**src/rtl/loop_filter_pkg.sv**
```systemverilog
// Shared definitions for the bang-bang loop filter.
//   - err_t / ERR_*  : per-cycle phase-detector error encoding (+1, -1, 0)
//   - GUARD_BITS     : headroom added to the control word width for internal sums
//   - calc_width()   : internal signed arithmetic width for a given control word width
//   - sat_clamp()    : signed saturating clamp on a wide value
package loop_filter_pkg;

    typedef logic signed [1:0] err_t;

    localparam err_t ERR_POS  = 2'sb01;
    localparam err_t ERR_NEG  = 2'sb11;
    localparam err_t ERR_ZERO = 2'sb00;

    localparam int unsigned GUARD_BITS = 16;
    localparam int unsigned CLAMP_W    = 64;

    function automatic int unsigned calc_width(input int unsigned bc);
        return bc + GUARD_BITS;
    endfunction

    function automatic logic signed [CLAMP_W-1:0] sat_clamp(
        input logic signed [CLAMP_W-1:0] v,
        input logic signed [CLAMP_W-1:0] lo,
        input logic signed [CLAMP_W-1:0] hi
    );
        if (v > hi) begin
            return hi;
        end
        if (v < lo) begin
            return lo;
        end
        return v;
    endfunction

endpackage

```
**src/rtl/bbpd_window_acc.sv**
```systemverilog
// Decimating vote accumulator for the bang-bang phase detector.
// Ports:
//   sys_clk    in   clock
//   ext_rst    in   synchronous active-high reset
//   up_pulse   in   +1 vote
//   dn_pulse   in   -1 vote
//   hold       in   clears the window and keeps it from ending
//   ws         out  window sum including the current cycle's vote
//   window_end out  high on the last cycle of a window (never while held)
module bbpd_window_acc
    import loop_filter_pkg::*;
#(
    parameter int unsigned decim = 16,
    parameter int unsigned acc_w = $clog2(decim) + 2
) (
    input  logic                    sys_clk,
    input  logic                    ext_rst,
    input  logic                    up_pulse,
    input  logic                    dn_pulse,
    input  logic                    hold,
    output logic signed [acc_w-1:0] ws,
    output logic                    window_end
);

    localparam int unsigned WCNT_W = $clog2(decim);
    localparam logic [WCNT_W-1:0] WCNT_LAST = WCNT_W'(decim - 1);

    err_t                    err;
    logic [WCNT_W-1:0]       wcnt_q;
    logic signed [acc_w-1:0] acc_q;

    always_comb begin
        err = ERR_ZERO;
        case ({up_pulse, dn_pulse})
            2'b10:   err = ERR_POS;
            2'b01:   err = ERR_NEG;
            default: err = ERR_ZERO;
        endcase
    end

    assign window_end = (wcnt_q == WCNT_LAST) && !hold;
    // Sum includes this cycle's vote so the last vote lands on the same edge.
    assign ws = acc_q + {{(acc_w - 2){err[1]}}, err};

    always_ff @(posedge sys_clk) begin
        if (ext_rst || hold || window_end) begin
            wcnt_q <= '0;
            acc_q  <= '0;
        end else begin
            wcnt_q <= wcnt_q + WCNT_W'(1);
            acc_q  <= ws;
        end
    end

endmodule

```
**src/rtl/pi_loop_filter.sv**
```systemverilog
// PI loop filter between the bang-bang phase detector and the DCO/NCO control word.
// Ports:
//   sys_clk       in   clock
//   ext_rst       in   synchronous active-high reset (overrides hold)
//   up_pulse      in   +1 phase vote
//   dn_pulse      in   -1 phase vote
//   hold          in   freeze integrator/output, restart the window
//   speed_var     out  registered control word
//   update_strobe out  high in the cycle speed_var shows a new value
//   locked        out  lock indication
module pi_loop_filter
    import loop_filter_pkg::*;
#(
    parameter int unsigned bit_count     = 24,
    parameter int unsigned default_speed = 8388608,
    parameter int unsigned max_speed     = 16777215,
    parameter int unsigned min_speed     = 0,
    parameter int unsigned kp            = 256,
    parameter int unsigned ki            = 1,
    parameter int unsigned decim         = 16,
    parameter int unsigned lock_thresh   = 2,
    parameter int unsigned lock_count    = 8
) (
    input  logic                 sys_clk,
    input  logic                 ext_rst,
    input  logic                 up_pulse,
    input  logic                 dn_pulse,
    input  logic                 hold,
    output logic [bit_count-1:0] speed_var,
    output logic                 update_strobe,
    output logic                 locked
);

    localparam int unsigned W   = calc_width(bit_count);
    localparam int unsigned AW  = $clog2(decim) + 2;
    localparam int unsigned LRW = $clog2(lock_count + 1);

    localparam logic [bit_count-1:0]      DEF_SPEED = bit_count'(default_speed);
    localparam logic signed [CLAMP_W-1:0] MIN_S     = CLAMP_W'(min_speed);
    localparam logic signed [CLAMP_W-1:0] MAX_S     = CLAMP_W'(max_speed);
    localparam logic signed [W-1:0]       KI_W      = W'(ki);
    localparam logic signed [W-1:0]       KP_W      = W'(kp);
    localparam logic [LRW-1:0]            LOCK_FULL = LRW'(lock_count);
    localparam logic [31:0]               THRESH    = 32'(lock_thresh);

    logic signed [AW-1:0] ws;
    logic                 win_end;

    logic [bit_count-1:0] integ_q, integ_d;
    logic [bit_count-1:0] speed_q, speed_d;
    logic                 strobe_q, strobe_d;
    logic [LRW-1:0]       lock_run_q, lock_run_d;
    logic                 locked_q, locked_d;

    logic signed [W-1:0]       ws_w, integ_sum, prop_w, speed_sum;
    logic signed [CLAMP_W-1:0] integ_c, speed_c;
    logic [AW-1:0]             abs_ws;
    logic                      quiet;

    bbpd_window_acc #(
        .decim (decim),
        .acc_w (AW)
    ) u_window_acc (
        .sys_clk    (sys_clk),
        .ext_rst    (ext_rst),
        .up_pulse   (up_pulse),
        .dn_pulse   (dn_pulse),
        .hold       (hold),
        .ws         (ws),
        .window_end (win_end)
    );

    always_comb begin
        ws_w      = {{(W - AW){ws[AW-1]}}, ws};
        integ_sum = {{(W - bit_count){1'b0}}, integ_q} + KI_W * ws_w;
        integ_c   = sat_clamp({{(CLAMP_W - W){integ_sum[W-1]}}, integ_sum}, MIN_S, MAX_S);

        if (ws[AW-1]) begin
            prop_w = -KP_W;
        end else if (ws != '0) begin
            prop_w = KP_W;
        end else begin
            prop_w = '0;
        end

        // Proportional kick rides on the already-clamped integrator value.
        speed_sum = {{(W - bit_count){1'b0}}, integ_c[bit_count-1:0]} + prop_w;
        speed_c   = sat_clamp({{(CLAMP_W - W){speed_sum[W-1]}}, speed_sum}, MIN_S, MAX_S);

        abs_ws = ws[AW-1] ? -ws : ws;
        quiet  = {{(32 - AW){1'b0}}, abs_ws} <= THRESH;
    end

    always_comb begin
        integ_d    = integ_q;
        speed_d    = speed_q;
        strobe_d   = win_end;
        lock_run_d = lock_run_q;
        locked_d   = locked_q;
        if (win_end) begin
            integ_d = integ_c[bit_count-1:0];
            speed_d = speed_c[bit_count-1:0];
            if (quiet) begin
                lock_run_d = (lock_run_q == LOCK_FULL) ? lock_run_q : lock_run_q + LRW'(1);
                locked_d   = locked_q | (lock_run_d == LOCK_FULL);
            end else begin
                lock_run_d = '0;
                locked_d   = 1'b0;
            end
        end
    end

    always_ff @(posedge sys_clk) begin
        if (ext_rst) begin
            integ_q    <= DEF_SPEED;
            speed_q    <= DEF_SPEED;
            strobe_q   <= 1'b0;
            lock_run_q <= '0;
            locked_q   <= 1'b0;
        end else begin
            integ_q    <= integ_d;
            speed_q    <= speed_d;
            strobe_q   <= strobe_d;
            lock_run_q <= lock_run_d;
            locked_q   <= locked_d;
        end
    end

    assign speed_var     = speed_q;
    assign update_strobe = strobe_q;
    assign locked        = locked_q;

    // Clamp results are range-limited to the control word; upper bits are always zero.
    logic unused_clamp_bits;
    assign unused_clamp_bits = ^{integ_c[CLAMP_W-1:bit_count], speed_c[CLAMP_W-1:bit_count]};

endmodule

```
**config.mk**
```make
export PLATFORM = sky130hd
export DESIGN_NAME = pi_loop_filter
export DESIGN_NICKNAME = d
export VERILOG_FILES = /design/src/rtl/loop_filter_pkg.sv /design/src/rtl/bbpd_window_acc.sv /design/src/rtl/pi_loop_filter.sv
export SDC_FILE = /design/constraint.sdc
export NUM_CORES = 1
export LEC_CHECK = 0
export BUFFER_PORTS_ARGS = -buffer_cell sky130_fd_sc_hd__buf_2
export CORE_ASPECT_RATIO = 0.8
export CORE_MARGIN = 1.5
export CORE_UTILIZATION = 50
export CTS_BUF_LIST = sky130_fd_sc_hd__clkbuf_4 sky130_fd_sc_hd__clkbuf_8
export DETAILED_ROUTE_END_ITERATION = 6
export PLACE_DENSITY_LB_ADDON = 0.25
export SKIP_CTS_REPAIR_TIMING = 1
export SLEW_MARGIN = 20
export SYNTH_ARGS = -nofsm -noshare
export SYNTH_HDL_FRONTEND = slang
export SYNTH_HIERARCHICAL = 1
export SYNTH_SLANG_ARGS = --single-unit
```
**constraint.sdc**
```tcl
create_clock -name sys_clk -period 8.7 [get_ports sys_clk]
set_input_delay 0.87 -clock sys_clk [delete_from_list [all_inputs] [get_ports sys_clk]]
set_output_delay 0.87 -clock sys_clk [all_outputs]
set_load 0.02 [all_outputs]
```
* Word level (Yosys, flattened, before mapping)
Index checks and enable logic that the tools add are counted. Widths: inputs -> output; s select.
Operators by class: reductions and logical operators 5, muxes and demuxes 21, $lt $le $gt $ge 5, eq/ne operators 5, bitwise gates (word level) 1, $add $sub $neg 6
Operators by type and width (count):
- $mux 24 | 8
- $add 24x40->40 | 1
- $gt 40x25->1 const B | 1
- $lt 40x1->1 const B | 1
- $mux 40 | 1
- $add 25x6->26 | 1
- $gt 26x25->1 const B | 1
- $lt 26x1->1 const B | 1
- $eq 4x4->1 const B | 3
- $mux 9 | 1
- $add 4x1->4 const B | 2
- $mux 4 | 2
- $mux 1 | 7
- $add 6x6->6 | 1
- $le 6x2->1 const B | 1
- $mux 6 | 1
- $neg 6->6 | 1
- $reduce_bool 6->1 | 1
- $pmux 2 s2 | 1
- $eq 2x1->1 const B | 1
- $eq 2x2->1 const B | 1
- $logic_or 1x1->1 | 2
- $logic_and 1x1->1 | 1
- $logic_not 1->1 | 1
- $or 1x1->1 | 1
Word-level totals: input bits 5, output and inout bits 26, flip-flop bits (word level) 64

* Longest topological paths before layout
Gate-level depths: netlist of run 1.
depth in word-level cells 15, mapped depth 31, gate-level depth less buffers 28

* Hierarchy
Netlist of run 1, hierarchy kept.
By module, submodules not included:
- pi_loop_filter | seq. area each 1081.0 sq um, cells each 615, area each 4835.9 sq um, instances 1
- bbpd_window_acc | seq. area each 200.2 sq um, cells each 78, area each 669.4 sq um, instances 1

* Worst setup path before layout of run 1
No wires, ideal clock.
path kind input-to-reg, start point in up_pulse, end point reg speed_q[2] (netlist: speed_var[2]), data required time 8.548 ns, slack 1.117 ns, data arrival time 7.432 ns, stages on the path 31, cells stage by stage inv_1 > ha_1 > inv_1 > ha_1 > nand4bb_1 > and4_4 > o22ai_1 > nand2_1 > ha_1 > buf_2 > nand4_4 > or4_1 > a21oi_2 > o311ai_1 > nand3_1 > mux2i_2 > nand2_2 > buf_6 > buf_2 > nand2_1 > ha_1 > fa_1 > nand3_1 > a21oi_1 > a21o_1 > a31o_2 > o31ai_1 > a211oi_1 > nor2_1 > buf_2 > a41oi_1
Between the ends: word-level cells in the longest chain between the ends 15, elaborated cells between the ends (all ways) 25, those cells by class add/sub: 3; order compare: 4; eq/ne: 2; mux: 15; reduce/logical: 1
RTL lines:
- start, declared | line pi_loop_filter.sv:26 | input logic up_pulse,
- $eq 2x1->1 or $eq 2x2->1 (tied branches) | line bbpd_window_acc.sv:34 | case ({up_pulse, dn_pulse})
- $pmux 2 s2 (*) | line bbpd_window_acc.sv:34
- $add 6x6->6 (*) | line bbpd_window_acc.sv:43 | assign ws = acc_q + {{(acc_w - 2){err[1]}}, err};
- net ws[5] | line pi_loop_filter.sv:46 | logic signed [AW-1:0] ws;
- $add 25x6->26 (*) | line pi_loop_filter.sv:75 | integ_sum = {{(W - bit_count){1'b0}}, integ_q} + KI_W * ws_w;
- $lt 26x1->1 | line loop_filter_pkg.sv:29 | if (v < lo) begin
- $mux 1 (2 in a row) | line loop_filter_pkg.sv:29
- $mux 24 | line loop_filter_pkg.sv:32 | return v;
- $mux 24 (*) | line loop_filter_pkg.sv:29
- net integ_c[8] | line pi_loop_filter.sv:56 | logic signed [CLAMP_W-1:0] integ_c, speed_c;
- $add 24x40->40 (*) | line pi_loop_filter.sv:87 | speed_sum = {{(W - bit_count){1'b0}}, integ_c[bit_count-1:0]} + prop_w;
- $lt 40x1->1 | line loop_filter_pkg.sv:29
- $mux 1 (2 in a row) | line loop_filter_pkg.sv:29
- $mux 24 | line loop_filter_pkg.sv:32
- $mux 24 (*) | line loop_filter_pkg.sv:29
- end signal, assigned | line pi_loop_filter.sv:122 | speed_q <= speed_d;
- end, declared | line pi_loop_filter.sv:50 | logic [bit_count-1:0] speed_q, speed_d;
Mark *: on every way through the listed nets, which the timed path passes. The rest lies on a longest branch. The select of a mux whose other input is x is not followed. A chain may end at the register's enable or synchronous reset.

* Worst setup path after layout of run 1
start point in up_pulse, end point reg speed_q[7] (netlist: speed_var[7])
Same word-level chain as after synthesis.

==> results.cfg, run 1 <==
[route]
remaining_drc_errors = 0
avgViaCountPerCell = 6.16
postRouteAntennaNets = 0
drt-pass1-iter-count = 5
totalWireLength_um = 14000
wire_per_inst_um = 16.4
vias = 5239
dr.first_iter.drc_count = 433

[layout]
n_fill_cell = 1010
fin_nets = 761
syn2layout_area_growth_pct = 8.55
fin_area_um2 = 5980
drive_gt1_frac = 0.130
num_antenna_cells = 0
stdcell_count = 851

[synth]
syn_inst = 693
ys_seq_area_frac = 0.233
synth-edff-count = 0
syn-num-nets = 752
synth-seq-cells = 64
ys.flop_type = dfxtp_1
syn_avg_cell_area_um2 = 7.94
netlist_area_um2 = 5510
async_flop_share = 0
ys_types = 77
ys_warn_count = 6

[timing]
hold_viol = 0
clock_skew_ps = 8.76
slew_violations = 0
fin_crit_ps = 7700
setup_tns_ps = 0
period_share = 0.885
rsz0062_at_grt = no
worst_pin_slew_ps = 855
relSlewSlack = 0.430
fin_hold_ws_ps = 464
setup_viol = 0
fmax_mhz = 130

[critical_path]
arrival_ps = 7890
r2r_cells = 23
timing.rr.end = speed_var[7]
r2r_start = u_window_acc/acc_q[0]
crit_path_start = up_pulse
required_ps = 8890
critPathMaxFanout = 29
crit_path_end_kind = register
start_kind = input port
timing.reg2reg.setup_slack_ps = 1660
crit_type = in2reg

[global_route]
antenna_found_initial = 0
grt_usage = 0.248
grt_max_degree = 80
grt-ovfl-total = 0
grt_pass1_vias = 4856
grt_pass1_wl_um = 23500

[clock_network]
insertion_delay_ps = 360
clockRootBuffer = clkbuf_8
cts.sinks = 64
htreeDepth = 3
cts_buffer_depth = 2
cts_made_buffers = 9
cts_tree = done
clk_pin_slew_ps = 80

[min_path]
holdPathEnd = u_window_acc/wcnt_q[0]
hold_path_class = reg2reg
min_path_cells = 1
worstHoldStart = u_window_acc/wcnt_q[0]

[floorplanning]
die_w_um = 120
dieArea_um2 = 11700
initial_core_util = 0.509
core_um2 = 10800
rows = 34
die_h_um = 96.9
io_pins = 31

[power]
power.leakage_nw = 2.59
worst_ir_drop_vdd_mv = 0.0902
p_per_area_nw_per_um2 = 146

[place]
gp_congestion = 0.921
dpl.hpwl_um = 10400
io_buffers = 30
dp_cells = 835
placed_area_um2 = 5710

[status]
status = finished, final reports clean

[run]
drv_cap = 0
-- flip-flops by register name, indices dropped and copies added, names as in the netlist --
| signal | cells |
|---|---|
| locked | 1 |
| lock_run_q | 4 |
| speed_var | 24 |
| integ_q | 24 |
| u_window_acc/acc_q | 6 |
| update_strobe | 1 |
| u_window_acc/wcnt_q | 4 |
-- cells in the final DEF, fill, tap and decap left out, types with 4 or more instances in the layout --
cell	instances
nand2_1	76
nor2_1	65
dfxtp_1	64
a21oi_1	59
ha_1	52
buf_2	30
o21ai_0	28
nand3_1	24
inv_1	23
xnor2_1	21
a211oi_1	19
a21o_1	17
xor2_1	17
a311oi_2	17
o211ai_1	16
and3_1	12
nor3_1	9
clkbuf_8	9
a311oi_1	8
buf_4	8
nor2b_1	7
o21a_1	6
o31ai_1	6
o21bai_1	5
nand4_1	5
nand3b_1	5
nor3b_1	5
and2_1	4
a31oi_1	4
or3_1	4
a211o_1	4
bufinv_16	4
-- cells in the mapped netlist, drive strengths merged, types with 16 or more instances --
| cell | n | area (µm²) |
|---|---|---|
| nand2 | 78 | 295 |
| nor2 | 67 | 254 |
| dfxtp | 64 | 1280 |
| a21oi | 61 | 313 |
| ha | 52 | 651 |
| o21ai | 30 | 150 |
| a311oi | 25 | 325 |
| clkbuf | 25 | 95.1 |
| nand3 | 24 | 120 |
| inv | 23 | 86.3 |
| xnor2 | 21 | 184 |
| a211oi | 20 | 155 |
| a21o | 17 | 128 |
| xor2 | 17 | 149 |
| o211ai | 16 | 120 |
-- cells by family after synthesis --
logic type / count (synthesis) / share of synthesized area
AOI/OAI and AO/OA: 227 / 0.306
adders and majority gates: 54 / 0.125
and+or+nand+nor: 242 / 0.215
muxes: 4 / 0.00818
xor gates and xnor gates: 38 / 0.0605
DFF: 64 / 0.233
buffers and inverters: 64 / 0.0523
-- power breakdown --
part | internal (mW) | total, mW | switching [mW]
registers | 0.295 | 0.297 | 0.00249
clock network | 0.226 | 0.352 | 0.126
logic | 0.0808 | 0.225 | 0.144
total | 0.602 | 0.874 | 0.272
-- cell type report --
| cell class | instances | area [µm²] | area share |
|---|---|---|---|
| Multi-Input combinational cell | 565 | 3950 | 0.660 |
| Clock inverter | 5 | 129 | 0.0216 |
| Tap cell | 144 | 180 | 0.0302 |
| Inverter | 24 | 90.1 | 0.0151 |
| Timing Repair Buffer | 38 | 210 | 0.0352 |
| Sequential cell | 64 | 1280 | 0.214 |
| Clock buffer | 11 | 139 | 0.0232 |
-- metrics by stage --
stage | setup slack [ps] | power (mW) | utilization
after global placement | 928 | 0.519 | 0.528
after CTS | 1090 | 0.874 | 0.553
after detailed placement | 727 | 0.524 | 0.528
final | 1000 | 0.874 | 0.553
after global routing | 447 | 0.914 | 0.553
after floorplan | 1120 | 0.476 | -
-- critical path, stage by stage --
cell and delay [ps]:
buf_2 70, inv_1 50, ha_1 290, inv_1 60
ha_1 230, nand4bb_1 130, and4_4 210, o22ai_1 250
nand2_2 330, ha_1 590, nand4_4 190, or4_1 570
a21oi_2 180, o311ai_1 190, a21o_1 220, mux2i_2 290
nand2_2 440, nand2_1 180, ha_1 300, a21o_1 220
a221oi_1 360, o21bai_1 110, a21o_1 200, o31ai_1 320
a211oi_1 150, o21ai_0 600, o311ai_0 250
-- how the worst max path moves through the flow --
stage	end	slack [ps]
after floorplan	speed_var[2]	1120
after global placement	speed_var[7]	930
final	speed_var[7]	1000
after global routing	speed_var[7]	450
after CTS	speed_var[7]	1090
after detailed placement	speed_var[7]	730
-- per-layer routing --
layer	GRT usage	wire (µm)	vias up
li1	-	-	2588
met1	0.346	6830	2503
met2	0.399	6300	138
met3	0.0448	707	10
met4	0.0579	144	0
met5	0	0	-
No activity file was read; power rests on OpenSTA's default activity.
==> run 2, diff against run 1 <==
--- a/config.mk
+++ b/config.mk
@@ -5,6 +5,7 @@
 export SDC_FILE = /design/constraint.sdc
 export NUM_CORES = 1
 export LEC_CHECK = 0
+export ABC_AREA = 1
 export BUFFER_PORTS_ARGS = -buffer_cell sky130_fd_sc_hd__buf_2
 export CORE_ASPECT_RATIO = 0.8
 export CORE_MARGIN = 1.5
==> run 2 against run 1 <==
Total power is 5.9% higher. First-iteration DRC count is 29% lower. Die area is 3.2% higher. Critical path type unchanged. Via count is 2.9% higher. Synthesized cell count is 31% higher. Global-route usage is 0.21 points lower. Worst hold slack worse by 17 ps. Cell count is 26% higher. Flip-flop and latch count stayed put. Clock skew is 4.9 ps higher. Maximum frequency is 14% higher.
==> results.cfg, run 2 <==
[timing]
fin_crit_ps = 6780
relSlewSlack = 0.286
fmax_mhz = 147
hold_viol = 0
worst_pin_slew_ps = 1070
worst_slack_ps = 1920
setup_tns_ps = 0
setup_viol = 0
period_share = 0.779
clock_skew_ps = 13.7
rsz0062_at_grt = no
slew_violations = 0

[global_route]
grt-ovfl-total = 0
grt_pass1_wl_um = 23800
antenna_found_initial = 0
grt_usage = 0.246
grt_max_degree = 74
grt_pass1_vias = 4840

[place]
dp_cells = 1058
dpl.hpwl_um = 10800
pre_cts_ws_ps = 1630
gp_congestion = 0.974
io_buffers = 30

[clock_network]
htreeDepth = 3
clockRootBuffer = clkbuf_8
cts_buffer_depth = 2
cts.sinks = 64
clk_pin_slew_ps = 70
cts_made_buffers = 9
insertion_delay_ps = 360
cts_tree = done

[route]
wire_per_inst_um = 13.1
postRouteAntennaNets = 0
dr.first_iter.drc_count = 309
vias = 5389
remaining_drc_errors = 0
totalWireLength_um = 14100
avgViaCountPerCell = 5.02
drt-pass1-iter-count = 5

[min_path]
hold_path_class = reg2reg
worstHoldStart = u_window_acc/wcnt_q[0]

[floorplanning]
initial_core_util = 0.518
io_pins = 31
die_h_um = 98.4
core_um2 = 11000
rows = 34
die_w_um = 122
dieArea_um2 = 12000

[synth]
syn-num-nets = 965
synth_top_area_share = 0.225
synth-seq-cells = 64
ys.flop_type = dfxtp_1
ys_seq_area_frac = 0.225
synth-edff-count = 0
async_flop_share = 0
syn_inst = 906
yosys.area.top_type = dfxtp_1
synth.area.top_cells = dfxtp_1 (23%), nand2_1 (17%), ha_1 (11%), nor2_1 (8.6%), inv_1 (7.6%)
synth_commonest_cells = nand2_1 (253), nor2_1 (131), inv_1 (115)
netlist_area_um2 = 5690
syn_avg_cell_area_um2 = 6.28
ys_warn_count = 6
post-synth-top-count-cell = nand2_1
ys_types = 48

[layout]
drive_gt1_frac = 0.111
fin_nets = 984
syn2layout_area_growth_pct = 7.32
num_antenna_cells = 0
stdcell_count = 1073
mostFrequentLayoutCells = nand2_1 (253), nor2_1 (130), inv_1 (115), dfxtp_1 (64), nand3_1 (60)
layout_commonest_cell = nand2_1

[critical_path]
crit_type = in2reg
crit_path_top_delay_cell = inv_1
start_kind = input port
arrival_ps = 7090
critPathMaxFanout = 26
crit_path_end_kind = register
crit_path_start = up_pulse
r2r_start = u_window_acc/acc_q[4]
required_ps = 9010
cpPeakStageDelay_ps = 770
path_common_cell = nand2_1

[run]
drv_cap = 0

[status]
status = finished, final reports clean

[power]
p_per_area_nw_per_um2 = 152
power.leakage_nw = 3.36
worst_ir_drop_vdd_mv = 0.0699
==> run 2: cell count changes in the layout (fill, tap and decap cells not counted), moves of 14 or more <==
cell | before | now
a211oi_1 | 19 | 2
inv_1 | 23 | 115
o211ai_1 | 16 | 0
nor2_1 | 65 | 130
nand3_1 | 24 | 60
a311oi_2 | 17 | 0
nand2_1 | 76 | 253
a21o_1 | 17 | 3
==> run 2: kinds of logic after synthesis <==
logic type               share of synthesized area
adder cells (fa/ha/maj)                      0.121
buffers and inverters                        0.104
AND/OR/NAND/NOR                              0.372
XOR/XNOR                                    0.0556
flip-flops                                   0.225
AO/OA/AOI/OAI                                0.122
==> run 2: through the flow <==
step | hold WS (ps) | util | cell area, µm² | power [mW]
after global placement | 429 | 0.539 | 5910 | 0.662
final | 447 | 0.556 | 6110 | 0.925
after floorplan | 418 | - | 5690 | 0.595
after CTS | 448 | 0.556 | 6110 | 0.927
after detailed placement | 437 | 0.539 | 5910 | 0.661
after global routing | 495 | 0.556 | 6110 | 0.993
==> run 2: layout make-up <==
class / count / area (µm²)
Fill cell: 1133 / 4870
Tap cell: 144 / 180
Inverter: 119 / 452
Clock buffer: 10 / 138
Timing Repair Buffer: 33 / 173
Multi-Input combinational cell: 698 / 3830
Sequential cell: 64 / 1280
Clock inverter: 5 / 56.3
==> run 2: metal layers <==
| metal | global-route usage | part of all wire | up-vias |
|---|---|---|---|
| li1 | - | - | 2902 |
| met1 | 0.378 | 0.54 | 2333 |
| met2 | 0.352 | 0.39 | 142 |
| met3 | 0.0498 | 0.060 | 12 |
| met4 | 0.0519 | 0.0082 | 0 |
| met5 | 0 | 0 | - |
==> run 2: power breakdown <==
group | leakage [nW] | internal (mW) | switching [mW] | total, mW
registers | 0.516 | 0.295 | 0.00129 | 0.296
clock network | 0.0985 | 0.139 | 0.126 | 0.264
logic | 2.74 | 0.120 | 0.246 | 0.365
total | 3.36 | 0.553 | 0.373 | 0.925
==> run 2: worst paths after layout <==
kind	to	slack, ps	depth (start not counted)
hold / removal	u_window_acc/wcnt_q[0]	450	1
setup reg to reg	speed_var[16]	2610	29
hold reg to reg	u_window_acc/wcnt_q[0]	450	1
setup / recovery	speed_var[16]	1920	32
==> run 2: critical path: cells and delay by family <==
kind                       cells  cell delay (ps)
AOI/OAI and AO/OA              5              910
xor gates and xnor gates       1              510
adders and majority gates      3             1160
buffers and inverters          6             1120
and+or+nand+nor               17             2480
==> run 3, diff against run 2 <==
==> constraint.sdc (replaced) <==
create_clock -name sys_clk -period 6.45 [get_ports sys_clk]
set_input_delay 0.645 -clock sys_clk [delete_from_list [all_inputs] [get_ports sys_clk]]
set_output_delay 0.645 -clock sys_clk [all_outputs]
set_load 0.02 [all_outputs]
==> run 3 against run 2 <==
Non-clock buffer count rose by 2. Sequential share of layout area fell by 0.23 points. Flip-flop and latch count did not move. Via count rose by 1.4%. Wire length fell by 1.8%. Die area did not move. Clock skew fell by 4.7 ps. Critical path type unchanged. Largest cell class unchanged. Highest routed layer unchanged.
==> results.cfg, run 3 (synthesis results as in run 2) <==
[critical_path]
crit_path_end_kind = register
timing.reg2reg.setup_slack_ps = 1320
critPathMaxFanout = 28
crit_type = in2reg
arrival_ps = 5890
path_common_cell = nand2_1
start_kind = input port
cpPeakStageDelay_ps = 380
required_ps = 6700
crit_path_top_delay_cell = ha_1

[route]
totalWireLength_um = 13800
drt-pass1-iter-count = 4
remaining_drc_errors = 0
vias = 5465
postRouteAntennaNets = 0
dr.first_iter.drc_count = 295
avgViaCountPerCell = 5.08
wire_per_inst_um = 12.8

[power]
finalPower_mw = 1.31
power.leakage_nw = 3.38
power_frac_clock = 0.309
p_per_area_nw_per_um2 = 212
worst_ir_drop_vdd_mv = 0.117
p_comb_frac = 0.386
p_sw_mw = 0.514
seqPwrFrac = 0.305
p_int_mw = 0.793
switching_share = 0.393

[clock_network]
clockRootBuffer = clkbuf_8
cts_tree = done
cts.sinks = 64
htreeDepth = 3
cts_buffer_depth = 2
clk_pin_slew_ps = 80
cts_made_buffers = 9
insertion_delay_ps = 350

[timing]
relSlewSlack = 0.302
period_share = 0.874
setup_viol = 0
hold_viol = 0
fin_hold_ws_ps = 445
clock_skew_ps = 8.96
slew_violations = 0
fin_crit_ps = 5640
fmax_mhz = 177
worst_slack_ps = 811
setup_tns_ps = 0
rsz0062_at_grt = no
worst_pin_slew_ps = 1050

[place]
gp_congestion = 0.925
dp_cells = 1060
dpl.hpwl_um = 10200
placed_area_um2 = 5940
pre_cts_ws_ps = 273
io_buffers = 30

[floorplanning]
io_pins = 31
initial_core_util = 0.518
core_um2 = 11000
dieArea_um2 = 12000
rows = 34
die_w_um = 122
die_h_um = 98.4

[global_route]
grt-ovfl-total = 0
grt_max_degree = 74
grt_pass1_vias = 5056
grt_usage = 0.244
grt_pass1_wl_um = 23800
antenna_found_initial = 0

[run]
drv_cap = 0

[layout]
n_fill_cell = 1125
fin_nets = 986
mostFrequentLayoutCells = nand2_1 (252), nor2_1 (130), inv_1 (115), dfxtp_1 (64), nand3_1 (60)
post-route-util = 0.562
layout_commonest_cell = nand2_1
syn2layout_area_growth_pct = 8.49
drive_gt1_frac = 0.115
fin_area_um2 = 6170
stdcell_count = 1076
num_antenna_cells = 0

[status]
status = finished, final reports clean

[min_path]
hold_path_class = reg2reg
run 3: changes by cell type in the layout (fill, tap and decap cells not counted):
cell / change
clkinv_2: -2
clkinv_4: +2
buf_12: +1
buf_4: +1
bufinv_16: +1
clkinvlp_4: +1
inv_6: -1
nand2_1: -1
nand2_2: +1
run 3: final timing paths:
| kind | cells after the start | startpoint | endpoint |
|---|---|---|---|
| setup reg to reg | 37 | u_window_acc/acc_q[1] | speed_var[9] |
| setup / recovery | 39 | up_pulse | speed_var[9] |
| hold reg to reg | 1 | u_window_acc/wcnt_q[0] | u_window_acc/wcnt_q[0] |
| hold / removal | 1 | u_window_acc/wcnt_q[0] | u_window_acc/wcnt_q[0] |
run 3: final cells by class:
| cell class | count | area (µm²) | share of cell area |
|---|---|---|---|
| Inverter | 119 | 452 | 0.0732 |
| Clock buffer | 10 | 138 | 0.0223 |
| Sequential cell | 64 | 1280 | 0.208 |
| Tap cell | 144 | 180 | 0.0292 |
| Multi-Input combinational cell | 698 | 3830 | 0.620 |
| Timing Repair Buffer | 35 | 200 | 0.0324 |
| Clock inverter | 6 | 92.6 | 0.0150 |
run 3: power groups by stage:
stage,sequential [mW],clock (mW),combinational [mW]
after global placement,0.408,0,0.496
after global routing,0.399,0.432,0.566
after CTS,0.399,0.415,0.495
after floorplan,0.408,0,0.394
final,0.399,0.404,0.504
after detailed placement,0.408,0,0.492
run 3: critical path, delay by kind of cell:
| family | cells | cell delay, ps |
|---|---|---|
| AOI/OAI and AO/OA | 4 | 600 |
| adders and majority gates | 5 | 1540 |
| and+or+nand+nor | 25 | 2770 |
| buffers and inverters | 5 | 320 |
run 3: routing by layer:
| layer | vias to the layer above | GRT usage | wire length [µm] |
|---|---|---|---|
| li1 | 2912 | - | - |
| met1 | 2381 | 0.368 | 7450 |
| met2 | 151 | 0.349 | 5310 |
| met3 | 21 | 0.0486 | 834 |
| met4 | 0 | 0.0671 | 224 |
| met5 | - | 0 | 0 |
